### config.mk
export PLATFORM = sky130hd
export DESIGN_NAME = muldiv_unit_pipe_flat
export DESIGN_NICKNAME = d
export VERILOG_FILES = /design/src/rtl/muldiv_unit_pipe_if.sv /design/src/rtl/muldiv_unit_pipe.sv /design/src/flat_wrapper.sv
export SDC_FILE = /design/constraint.sdc
export NUM_CORES = 2
export LEC_CHECK = 0
export CAP_MARGIN = 20
export CORE_MARGIN = 3
export CORE_UTILIZATION = 65
export CTS_CLUSTER_DIAMETER = 30
export DETAILED_ROUTE_END_ITERATION = 7
export GPL_TIMING_DRIVEN = 0
export PLACE_DENSITY = 0.89
export REMOVE_ABC_BUFFERS = 1
export SYNTH_ARGS = -nofsm -noshare
export SYNTH_HDL_FRONTEND = slang
export SYNTH_SLANG_ARGS = --single-unit
### constraint.sdc
create_clock -name clk -period 19.93 [get_ports clk]
set_input_delay 3.986 -clock clk [delete_from_list [all_inputs] [get_ports clk]]
set_output_delay 3.986 -clock clk [all_outputs]
set_load 0.02 [all_outputs]
### src/rtl/muldiv_unit_pipe_if.sv
// Request/response bundle between the pipeline controller and the M-extension unit.
// master = issuing controller, slave = muldiv_unit_pipe.
interface muldiv_unit_pipe_if #(
  parameter int XLEN  = 32,
  parameter int TAG_W = 5
);
  logic             in_valid;
  logic             in_ready;
  logic [2:0]       in_op;
  logic [XLEN-1:0]  in_a;
  logic [XLEN-1:0]  in_b;
  logic [TAG_W-1:0] in_tag;
  logic             flush;
  logic             out_valid;
  logic             out_ready;
  logic [XLEN-1:0]  out_result;
  logic [TAG_W-1:0] out_tag;

  modport master (
    output in_valid, in_op, in_a, in_b, in_tag, flush, out_ready,
    input  in_ready, out_valid, out_result, out_tag
  );

  modport slave (
    input  in_valid, in_op, in_a, in_b, in_tag, flush, out_ready,
    output in_ready, out_valid, out_result, out_tag
  );
endinterface

### src/rtl/muldiv_unit_pipe.sv
// RV32M/RV64M multiply/divide unit at configurable XLEN: multi-cycle multiply,
// restoring divide (one bit per cycle) with early-out for divide special cases.
module muldiv_unit_pipe #(
  parameter int XLEN    = 32,
  parameter int TAG_W   = 5,
  parameter int MUL_LAT = 2
) (
  input  logic              clk,
  input  logic              rst,
  muldiv_unit_pipe_if.slave io
);

  localparam int CNT_MAX = (XLEN > MUL_LAT) ? XLEN : MUL_LAT;
  localparam int CNT_W   = $clog2(CNT_MAX + 1);

  localparam logic [2:0] OP_MUL    = 3'b000;
  localparam logic [2:0] OP_MULH   = 3'b001;
  localparam logic [2:0] OP_MULHSU = 3'b010;

  localparam logic [XLEN-1:0] MOST_NEG = {1'b1, {(XLEN-1){1'b0}}};

  typedef enum logic [2:0] {
    S_IDLE,
    S_MUL,
    S_DIV,
    S_FIX,
    S_DONE
  } state_t;

  state_t state, state_d;
  logic [CNT_W-1:0] cnt_p0, cnt_d;

  logic [2:0]        op_p0;
  logic [XLEN-1:0]   a_p0, b_p0;
  logic [XLEN-1:0]   rem_p1, quo_p1, dvs_p1;
  logic              neg_q_p1, neg_r_p1;
  logic [XLEN-1:0]   res_q;
  logic [TAG_W-1:0]  tag_q;

  logic              accept;
  logic              div_zero, div_ovf, div_special;
  logic [XLEN-1:0]   special_res;

  logic [2:0]               mop;
  logic [XLEN-1:0]          ma_raw, mb_raw;
  logic signed [2*XLEN-1:0] ma_w, mb_w, mprod;
  logic [XLEN-1:0]          mul_res;

  logic [XLEN:0]     shifted, diff;
  logic              take;
  logic [XLEN-1:0]   fix_res;

  function automatic logic [XLEN-1:0] magnitude(input logic [XLEN-1:0] v,
                                                input logic            is_signed);
    return (is_signed && v[XLEN-1]) ? -v : v;
  endfunction

  function automatic logic [XLEN-1:0] apply_sign(input logic [XLEN-1:0] v,
                                                 input logic            neg);
    return neg ? -v : v;
  endfunction

  assign accept = io.in_valid && io.in_ready;

  // Divide special cases are resolved from the raw request and skip the divider.
  always_comb begin
    div_zero    = io.in_op[2] && (io.in_b == '0);
    div_ovf     = io.in_op[2] && !io.in_op[0] && (io.in_a == MOST_NEG) && (io.in_b == '1);
    div_special = div_zero || div_ovf;
    special_res = '0;
    if (div_zero)
      special_res = io.in_op[1] ? io.in_a : '1;
    else if (div_ovf)
      special_res = io.in_op[1] ? '0 : io.in_a;
  end

  // Multiplier reads the live request only when it must finish in the accept cycle.
  always_comb begin
    mop    = (state == S_IDLE) ? io.in_op : op_p0;
    ma_raw = (state == S_IDLE) ? io.in_a  : a_p0;
    mb_raw = (state == S_IDLE) ? io.in_b  : b_p0;
    if (mop == OP_MULH || mop == OP_MULHSU)
      ma_w = $signed({{XLEN{ma_raw[XLEN-1]}}, ma_raw});
    else
      ma_w = $signed({{XLEN{1'b0}}, ma_raw});
    if (mop == OP_MULH)
      mb_w = $signed({{XLEN{mb_raw[XLEN-1]}}, mb_raw});
    else
      mb_w = $signed({{XLEN{1'b0}}, mb_raw});
    mprod   = ma_w * mb_w;
    mul_res = (mop == OP_MUL) ? mprod[XLEN-1:0] : mprod[2*XLEN-1:XLEN];
  end

  // Restoring divide step: shift in the next dividend bit, subtract if it fits.
  always_comb begin
    shifted = {rem_p1, quo_p1[XLEN-1]};
    diff    = shifted - {1'b0, dvs_p1};
    take    = !diff[XLEN];
    fix_res = op_p0[1] ? apply_sign(rem_p1, neg_r_p1) : apply_sign(quo_p1, neg_q_p1);
  end

  always_comb begin
    state_d = state;
    cnt_d   = cnt_p0;
    if (io.flush) begin
      state_d = S_IDLE;
      cnt_d   = '0;
    end else begin
      case (state)
        S_IDLE: begin
          if (io.in_valid) begin
            if (!io.in_op[2]) begin
              if (MUL_LAT == 1) begin
                state_d = S_DONE;
              end else begin
                state_d = S_MUL;
                cnt_d   = CNT_W'(MUL_LAT - 2);
              end
            end else if (div_special) begin
              state_d = S_DONE;
            end else begin
              state_d = S_DIV;
              cnt_d   = CNT_W'(XLEN - 1);
            end
          end
        end
        S_MUL: begin
          if (cnt_p0 == '0) state_d = S_DONE;
          else              cnt_d   = cnt_p0 - CNT_W'(1);
        end
        S_DIV: begin
          if (cnt_p0 == '0) state_d = S_FIX;
          else              cnt_d   = cnt_p0 - CNT_W'(1);
        end
        S_FIX:  state_d = S_DONE;
        S_DONE: if (io.out_ready) state_d = S_IDLE;
        default: state_d = S_IDLE;
      endcase
    end
  end

  always_ff @(posedge clk or negedge rst) begin
    if (!rst) begin
      state  <= S_IDLE;
      cnt_p0 <= '0;
    end else begin
      state  <= state_d;
      cnt_p0 <= cnt_d;
    end
  end

  // p0: request capture; p1: divider accumulators; result register feeds the output.
  always_ff @(posedge clk or negedge rst) begin
    if (!rst) begin
      op_p0    <= '0;
      a_p0     <= '0;
      b_p0     <= '0;
      rem_p1   <= '0;
      quo_p1   <= '0;
      dvs_p1   <= '0;
      neg_q_p1 <= 1'b0;
      neg_r_p1 <= 1'b0;
      res_q    <= '0;
      tag_q    <= '0;
    end else begin
      if (accept) begin
        op_p0    <= io.in_op;
        a_p0     <= io.in_a;
        b_p0     <= io.in_b;
        tag_q    <= io.in_tag;
        rem_p1   <= '0;
        quo_p1   <= magnitude(io.in_a, !io.in_op[0]);
        dvs_p1   <= magnitude(io.in_b, !io.in_op[0]);
        neg_q_p1 <= !io.in_op[0] && (io.in_a[XLEN-1] ^ io.in_b[XLEN-1]);
        neg_r_p1 <= !io.in_op[0] && io.in_a[XLEN-1];
        if (div_special)
          res_q <= special_res;
        else if (!io.in_op[2] && (MUL_LAT == 1))
          res_q <= mul_res;
      end
      if (state == S_DIV && !io.flush) begin
        rem_p1 <= take ? diff[XLEN-1:0] : shifted[XLEN-1:0];
        quo_p1 <= {quo_p1[XLEN-2:0], take};
      end
      if (state == S_MUL && cnt_p0 == '0 && !io.flush)
        res_q <= mul_res;
      if (state == S_FIX && !io.flush)
        res_q <= fix_res;
    end
  end

  assign io.in_ready   = (state == S_IDLE) && !io.flush;
  assign io.out_valid  = (state == S_DONE);
  assign io.out_result = res_q;
  assign io.out_tag    = tag_q;

endmodule

### src/flat_wrapper.sv
// flat-port wrapper written by rule: the top's interface ports become plain ports
module muldiv_unit_pipe_flat 
#(
  parameter int XLEN    = 32,
  parameter int TAG_W   = 5,
  parameter int MUL_LAT = 2
)
  (clk, rst, io_in_valid, io_in_op, io_in_a, io_in_b, io_in_tag, io_flush, io_out_ready, io_in_ready, io_out_valid, io_out_result, io_out_tag);
  muldiv_unit_pipe_if #(.XLEN(XLEN), .TAG_W(TAG_W)) io_i ();
  input  logic clk;
  input  logic rst;
  input wire logic [$bits(io_i.in_valid)-1:0] io_in_valid;
  input wire logic [$bits(io_i.in_op)-1:0] io_in_op;
  input wire logic [$bits(io_i.in_a)-1:0] io_in_a;
  input wire logic [$bits(io_i.in_b)-1:0] io_in_b;
  input wire logic [$bits(io_i.in_tag)-1:0] io_in_tag;
  input wire logic [$bits(io_i.flush)-1:0] io_flush;
  input wire logic [$bits(io_i.out_ready)-1:0] io_out_ready;
  output wire logic [$bits(io_i.in_ready)-1:0] io_in_ready;
  output wire logic [$bits(io_i.out_valid)-1:0] io_out_valid;
  output wire logic [$bits(io_i.out_result)-1:0] io_out_result;
  output wire logic [$bits(io_i.out_tag)-1:0] io_out_tag;
  assign io_i.in_valid = io_in_valid;
  assign io_i.in_op = io_in_op;
  assign io_i.in_a = io_in_a;
  assign io_i.in_b = io_in_b;
  assign io_i.in_tag = io_in_tag;
  assign io_i.flush = io_flush;
  assign io_i.out_ready = io_out_ready;
  assign io_in_ready = io_i.in_ready;
  assign io_out_valid = io_i.out_valid;
  assign io_out_result = io_i.out_result;
  assign io_out_tag = io_i.out_tag;
  muldiv_unit_pipe #(.XLEN(XLEN), .TAG_W(TAG_W), .MUL_LAT(MUL_LAT)) u_core (.clk(clk), .rst(rst), .io(io_i));
endmodule
* Word level (Yosys, flattened, before mapping)
Cells that the tools add are included.
** Operators by class
- Multiply operators :: 1
- Multiplexer cells :: 38
- Bitwise operators :: 1
- $add $sub $neg :: 6
- Equality and inequality tests :: 14
- Reduce and logical (&&, ||, !) cells :: 30
** Operators by type and width (count)
- 32-bit two-way mux :: 21
- 64-bit two-way mux :: 2
- 32-bit negation :: 4
- 32-bit equality test, second input constant :: 2
- 64-bit by 64-bit multiplier with 64-bit output :: 1
- 33-bit by 32-bit subtractor with 33-bit output :: 1
- 32-bit zero test :: 1
- 6-bit two-way mux :: 5
- 3-bit two-way mux :: 8
- 3-bit != test, second input constant :: 5
- 3-bit one-hot mux with 5 select lines :: 1
- 1-bit logical AND :: 13
- 6-bit one-hot mux with 2 select lines :: 1
- 3-bit by 2-bit equality test with 1-bit output, second input constant :: 3
- 3-bit nonzero test :: 3
- 4-bit AND reduction :: 2
- 3-bit by 1-bit equality test with 1-bit output, second input constant :: 2
- 3-bit zero test :: 2
- 6-bit zero test :: 1
- 6-bit by 1-bit subtractor with 6-bit output, second input constant :: 1
- 4-bit != test, second input constant :: 1
- 3-bit equality test, second input constant :: 1
- 1-bit zero test :: 3
- 1-bit logical OR :: 2
- other kinds (4) :: 4
** Word-level totals
- Flip-flop bits (word level) :: 211
- Logic and storage cells :: 102
- Bits of input ports :: 77
- Output and inout bits :: 39

* Depth between registers and ports, before layout
- Word-level depth :: 10
- Gate-level depth with buffers :: 41
- Depth with buffers taken out :: 36

* Least setup slack after synthesis
OpenSTA, ideal clock, no wires.
- Path type :: input-to-reg
- Start point :: input port io_in_op[0]
- End point :: register u_core.res_q[25] (netlist: u_core.io.out_result[25])
- Setup time :: 0.129 ns
- Data arrival time :: 13.181 ns
- Slack :: 6.619 ns
- Data required time :: 19.801 ns
- Stages on the path :: 32
- Path buffers :: 3
- Path through :: clkbuf_1 xnor2_1 nor3_1 nor2_1 nor2_1 clkbuf_1 nand2_1 fa_1 fa_1 inv_1 fa_1 fa_1 fa_1 fa_1 fa_1 fa_1 fa_1 inv_1 fa_1 inv_1 ha_1 clkbuf_1 a21o_1 o21ai_0 a21oi_1 a211o_1 a31o_2 a41oi_2 nor3_1 a2111o_1 a21oi_1 o31ai_1
** On the way
- Longest elaborated chain between the ends :: 10
- Elaborated cells on any way between the ends :: 22
- Classes of those cells :: mul (1); eq/ne (2); mux (10); reduce/logical (9)
** Ends and longest elaborated chain
- start, declared :: RTL line flat_wrapper.sv:13 : input wire logic [$bits(io_i.in_op)-1:0] io_in_op;
- branches (longest 10 deep; another with 64-bit by 64-bit multiplier with 64-bit output)
- end signal, assigned :: RTL line muldiv_unit_pipe.sv:177 : res_q <= special_res;
- end signal, assigned :: RTL line muldiv_unit_pipe.sv:186 : res_q <= mul_res;
- end signal, assigned :: RTL line muldiv_unit_pipe.sv:188 : res_q <= fix_res;
- end, declared :: RTL line muldiv_unit_pipe.sv:37 : logic [XLEN-1:0] res_q;
Several ways; the timed one is not identified. The select of a mux whose other input is x is not followed.
A chain may end at the register's enable or synchronous reset.

* Worst setup path in the final report
- Start point :: input port io_in_b[31]
- End point :: register u_core.res_q[30] (netlist: u_core.io.out_result[30])
** On the way
- Longest elaborated chain between the ends :: 8
- Elaborated cells on any way between the ends :: 17
- Classes of those cells :: mul (1); eq/ne (1); mux (9); reduce/logical (6)
** Ends and longest elaborated chain
- start, declared :: RTL line flat_wrapper.sv:15 : input wire logic [$bits(io_i.in_b)-1:0] io_in_b;
- branches (longest 8 deep; another with 64-bit by 64-bit multiplier with 64-bit output)
Several ways; the timed one is not identified. The select of a mux whose other input is x is not followed.

==> results.cfg <==
[global_routing]
grt_max_degree = 119
grt_pass1_wl_mm = 351
grt_usage_pct = 48.9
grt_overflow = 0
grt_pass1_vias = 56100
met3_usage_pct = 20.7
antenna_found_initial = 18
met1_usage_pct = 58.4
grt_busiest_layer = met2
gr-usage-met2_pct = 70.8

[die]
coreArea_mm2 = 0.0939
initial_core_util_pct = 66.0
fp.dieH_um = 315
io_pins = 116
die_w_um = 315
die-area_mm2 = 0.0991
row_count = 112

[min_path]
hold_path.class = register to register

[worst_setup_path]
crit_arrival_ns = 16.82
crit_path_frequent_cell = fa_1
required_ns = 20.45
cpPeakStageDelay_ns = 0.85
crit_slowest_cell = xor2_1
cp_max_fo = 19
critPathKind = input port to register
cp-end-kind = register
start_kind = input port

[clock_tree]
postCtsResizedCells = 0
clock_latency_ns = 0.62
post-cts-setup-buffers = 0
cts_hold_buf = 0
cts_max_path_buffers = 3
numCtsBuffers = 56
h-tree-depth = 2
tritoncts = built
clock_sink_count = 210
root_buffer = clkbuf_16
clk_pin_slew_ns = 0.05

[logic_synthesis]
synthXorXnorAreaFrac_pct = 3.53
synth_ff_type = dfrtp_1
syn_inst = 7045
muxShareOfSynthArea_pct = 1.23
yosys.area_share.adder_pct = 53.8
synth_edf_count = 0
synth_simple_gate_area_share_pct = 13.5
yosys_warnings = 0
async_flop_share_pct = 100
ys_ff_latch = 210
synth_area_mm2 = 0.0620
synth_top_family_by_area = adder cells
syn_area_per_cell_um2 = 8.79
synth_compound_area_share_pct = 7.89
ys_seq_area_share_pct = 8.48
synth_cell_types = 96

[place]
gp_congestion = 1.08
hpwl_mm = 192
port_buffers = 115

[drt]
vias = 52600
drt-initial-drc-count = 6725
drt-pass1-iter-count = 8
ant_nets = 0
routedWlPerCell_um = 28.4
via_per_inst = 6.32
wirelength_mm = 236
drcViolationCount = 3

[timing]
drv_slew = 0
slew_headroom_pct = 19.3
finClkSkew_ns = 0.0551
totalNegativeSetupSlack_ns = 0
rsz0062_at_grt = no
tightest_slew_ns = 1.21
finalSetupViolCount = 0
period_share_pct = 81.8
hold_viol_final = 0
fmax_mhz = 61.4
min_period_ns = 16.30

[finish]
synthToLayoutAreaGrowth_pct = 10.5
finalNetCount = 8884
finish.utilization_pct = 72.9
nFillCells = 6761
drive_above_1_share_pct = 5.10

[job]
drv_cap = 0

[status]
violations = DRC
status = finished with violations
## cell families (layout without fill, tap and decap cells)
group,Yosys count,in the layout
xor gates and xnor gates,249,249
and+or+nand+nor,2045,2045
other,0,16
muxes,74,74
adders and majority gates,1809,1809
DFF,210,210
buffers and inverters,1896,1896
AOI/OAI and AO/OA,762,762
## Yosys cell counts, types with 14 or more instances
| master | instances | share of area, % |
|---|---|---|
| inv_1 | 1554 | 9.4 |
| fa_1 | 1422 | 46 |
| nand2_1 | 1176 | 7.1 |
| nor2_1 | 616 | 3.7 |
| ha_1 | 387 | 7.8 |
| clkbuf_1 | 280 | 1.7 |
| o21ai_0 | 217 | 1.8 |
| dfrtp_1 | 210 | 8.5 |
| a21oi_1 | 192 | 1.6 |
| xnor2_1 | 160 | 2.3 |
| xor2_1 | 88 | 1.2 |
| mux2i_1 | 70 | 1.1 |
| a21o_1 | 63 | 0.76 |
| nor3_1 | 42 | 0.34 |
| buf_2 | 39 | 0.32 |
| nand3_1 | 39 | 0.32 |
| a22oi_1 | 35 | 0.42 |
| a211oi_1 | 30 | 0.36 |
| o31ai_1 | 30 | 0.36 |
| nand4_1 | 21 | 0.21 |
| and3_1 | 20 | 0.20 |
| o21ai_1 | 20 | 0.16 |
| and2_1 | 19 | 0.19 |
| nand2b_1 | 18 | 0.18 |
| o21bai_1 | 18 | 0.22 |
| or3_1 | 18 | 0.18 |
| o211ai_1 | 17 | 0.21 |
| a31oi_1 | 16 | 0.16 |
| nor2b_1 | 16 | 0.16 |
| o21a_1 | 16 | 0.19 |
| a221o_1 | 14 | 0.23 |
## critical path: cells and delay by family
kind / cells / cell delay (ns)
AOI/OAI and AO/OA: 6 / 1.85
xor gates and xnor gates: 2 / 1.40
buffers and inverters: 6 / 1.52
and+or+nand+nor: 8 / 2.99
adders and majority gates: 10 / 5.02
## final cells by class
class,count,area (um^2),area share [%]
multi-input cells,4939,50200,73.3
inverters,1554,5830,8.52
flip-flops and latches,210,5260,7.68
repair buffers,237,3580,5.23
well taps,1254,1570,2.29
clock buffers,70,1510,2.21
clock inverters,35,485,0.709
diodes,16,40.0,0.0585
## registers in the layout, summed over array words and instances (netlist names)
signal                flops
u_core.io.out_result     32
u_core.op_p0              3
u_core.neg_r_p1           1
u_core.io.out_tag         5
u_core.neg_q_p1           1
u_core.dvs_p1            32
u_core.rem_p1            32
u_core.b_p0              31
u_core.a_p0              32
u_core.quo_p1            32
u_core.cnt_p0             6
u_core.state              3
## path summary, 6_finish.rpt
path | start | to | slack [ns] | cells past startpoint
hold / removal | u_core.b_p0[11]$_DFFE_PN0P_ | u_core.b_p0[11]$_DFFE_PN0P_ | 0.48 | 2
min in group asynchronous | rst | u_core.dvs_p1[7]$_DFFE_PN0P_ | 3.36 | 1
setup / recovery | io_in_b[31] | u_core.io.out_result[30]$_DFFE_PN0P_ | 3.63 | 32
setup reg to reg | u_core.state[0]$_DFFE_PN0P_ | u_core.io.out_result[30]$_DFFE_PN0P_ | 6.14 | 33
hold reg to reg | u_core.b_p0[11]$_DFFE_PN0P_ | u_core.b_p0[11]$_DFFE_PN0P_ | 0.48 | 2
max in group asynchronous | rst | u_core.op_p0[1]$_DFFE_PN0P_ | 15.35 | 2
## routing by layer
| metal | vias to the layer above | routed length (um) |
|---|---|---|
| li1 | 21100 | - |
| met1 | 26000 | 77900 |
| met2 | 4149 | 98100 |
| met3 | 1324 | 36100 |
| met4 | 10 | 23700 |
| met5 | - | 75 |
## metrics by stage
step | setup slack (ns) | hold slack, ns | std cells | area, um^2
floorplan | 5.77 | 0.445 | 6703 | 60600
global placement | -5.08 | 0.458 | 8072 | 63300
detailed placement | 3.57 | 0.463 | 8183 | 66200
CTS | 4.18 | 0.475 | 8288 | 68200
global route | 3.59 | 0.497 | 8303 | 68400
finish | 3.63 | 0.478 | 8315 | 68500
## placed cells by master (no fill, tap or decap), types with 20 or more instances in the layout
| master | n |
|---|---|
| nand4_1 | 21 |
| xor2_1 | 88 |
| o21ai_0 | 215 |
| inv_1 | 1554 |
| ha_1 | 386 |
| buf_12 | 23 |
| a21oi_1 | 189 |
| xnor2_1 | 160 |
| nor3_1 | 41 |
| nand3_1 | 39 |
| buf_16 | 53 |
| fa_1 | 1422 |
| dfrtp_1 | 209 |
| o31ai_1 | 30 |
| a211oi_1 | 30 |
| a21o_1 | 63 |
| mux2i_4 | 39 |
| and3_1 | 20 |
| clkbuf_16 | 56 |
| nor2_1 | 612 |
| a22oi_1 | 35 |
| clkdlybuf4s50_1 | 114 |
| nand2_1 | 1163 |
Power is left out: the tool's default activity adds up to more than one toggle a clock period on the data nets, which glitch-free logic cannot reach.
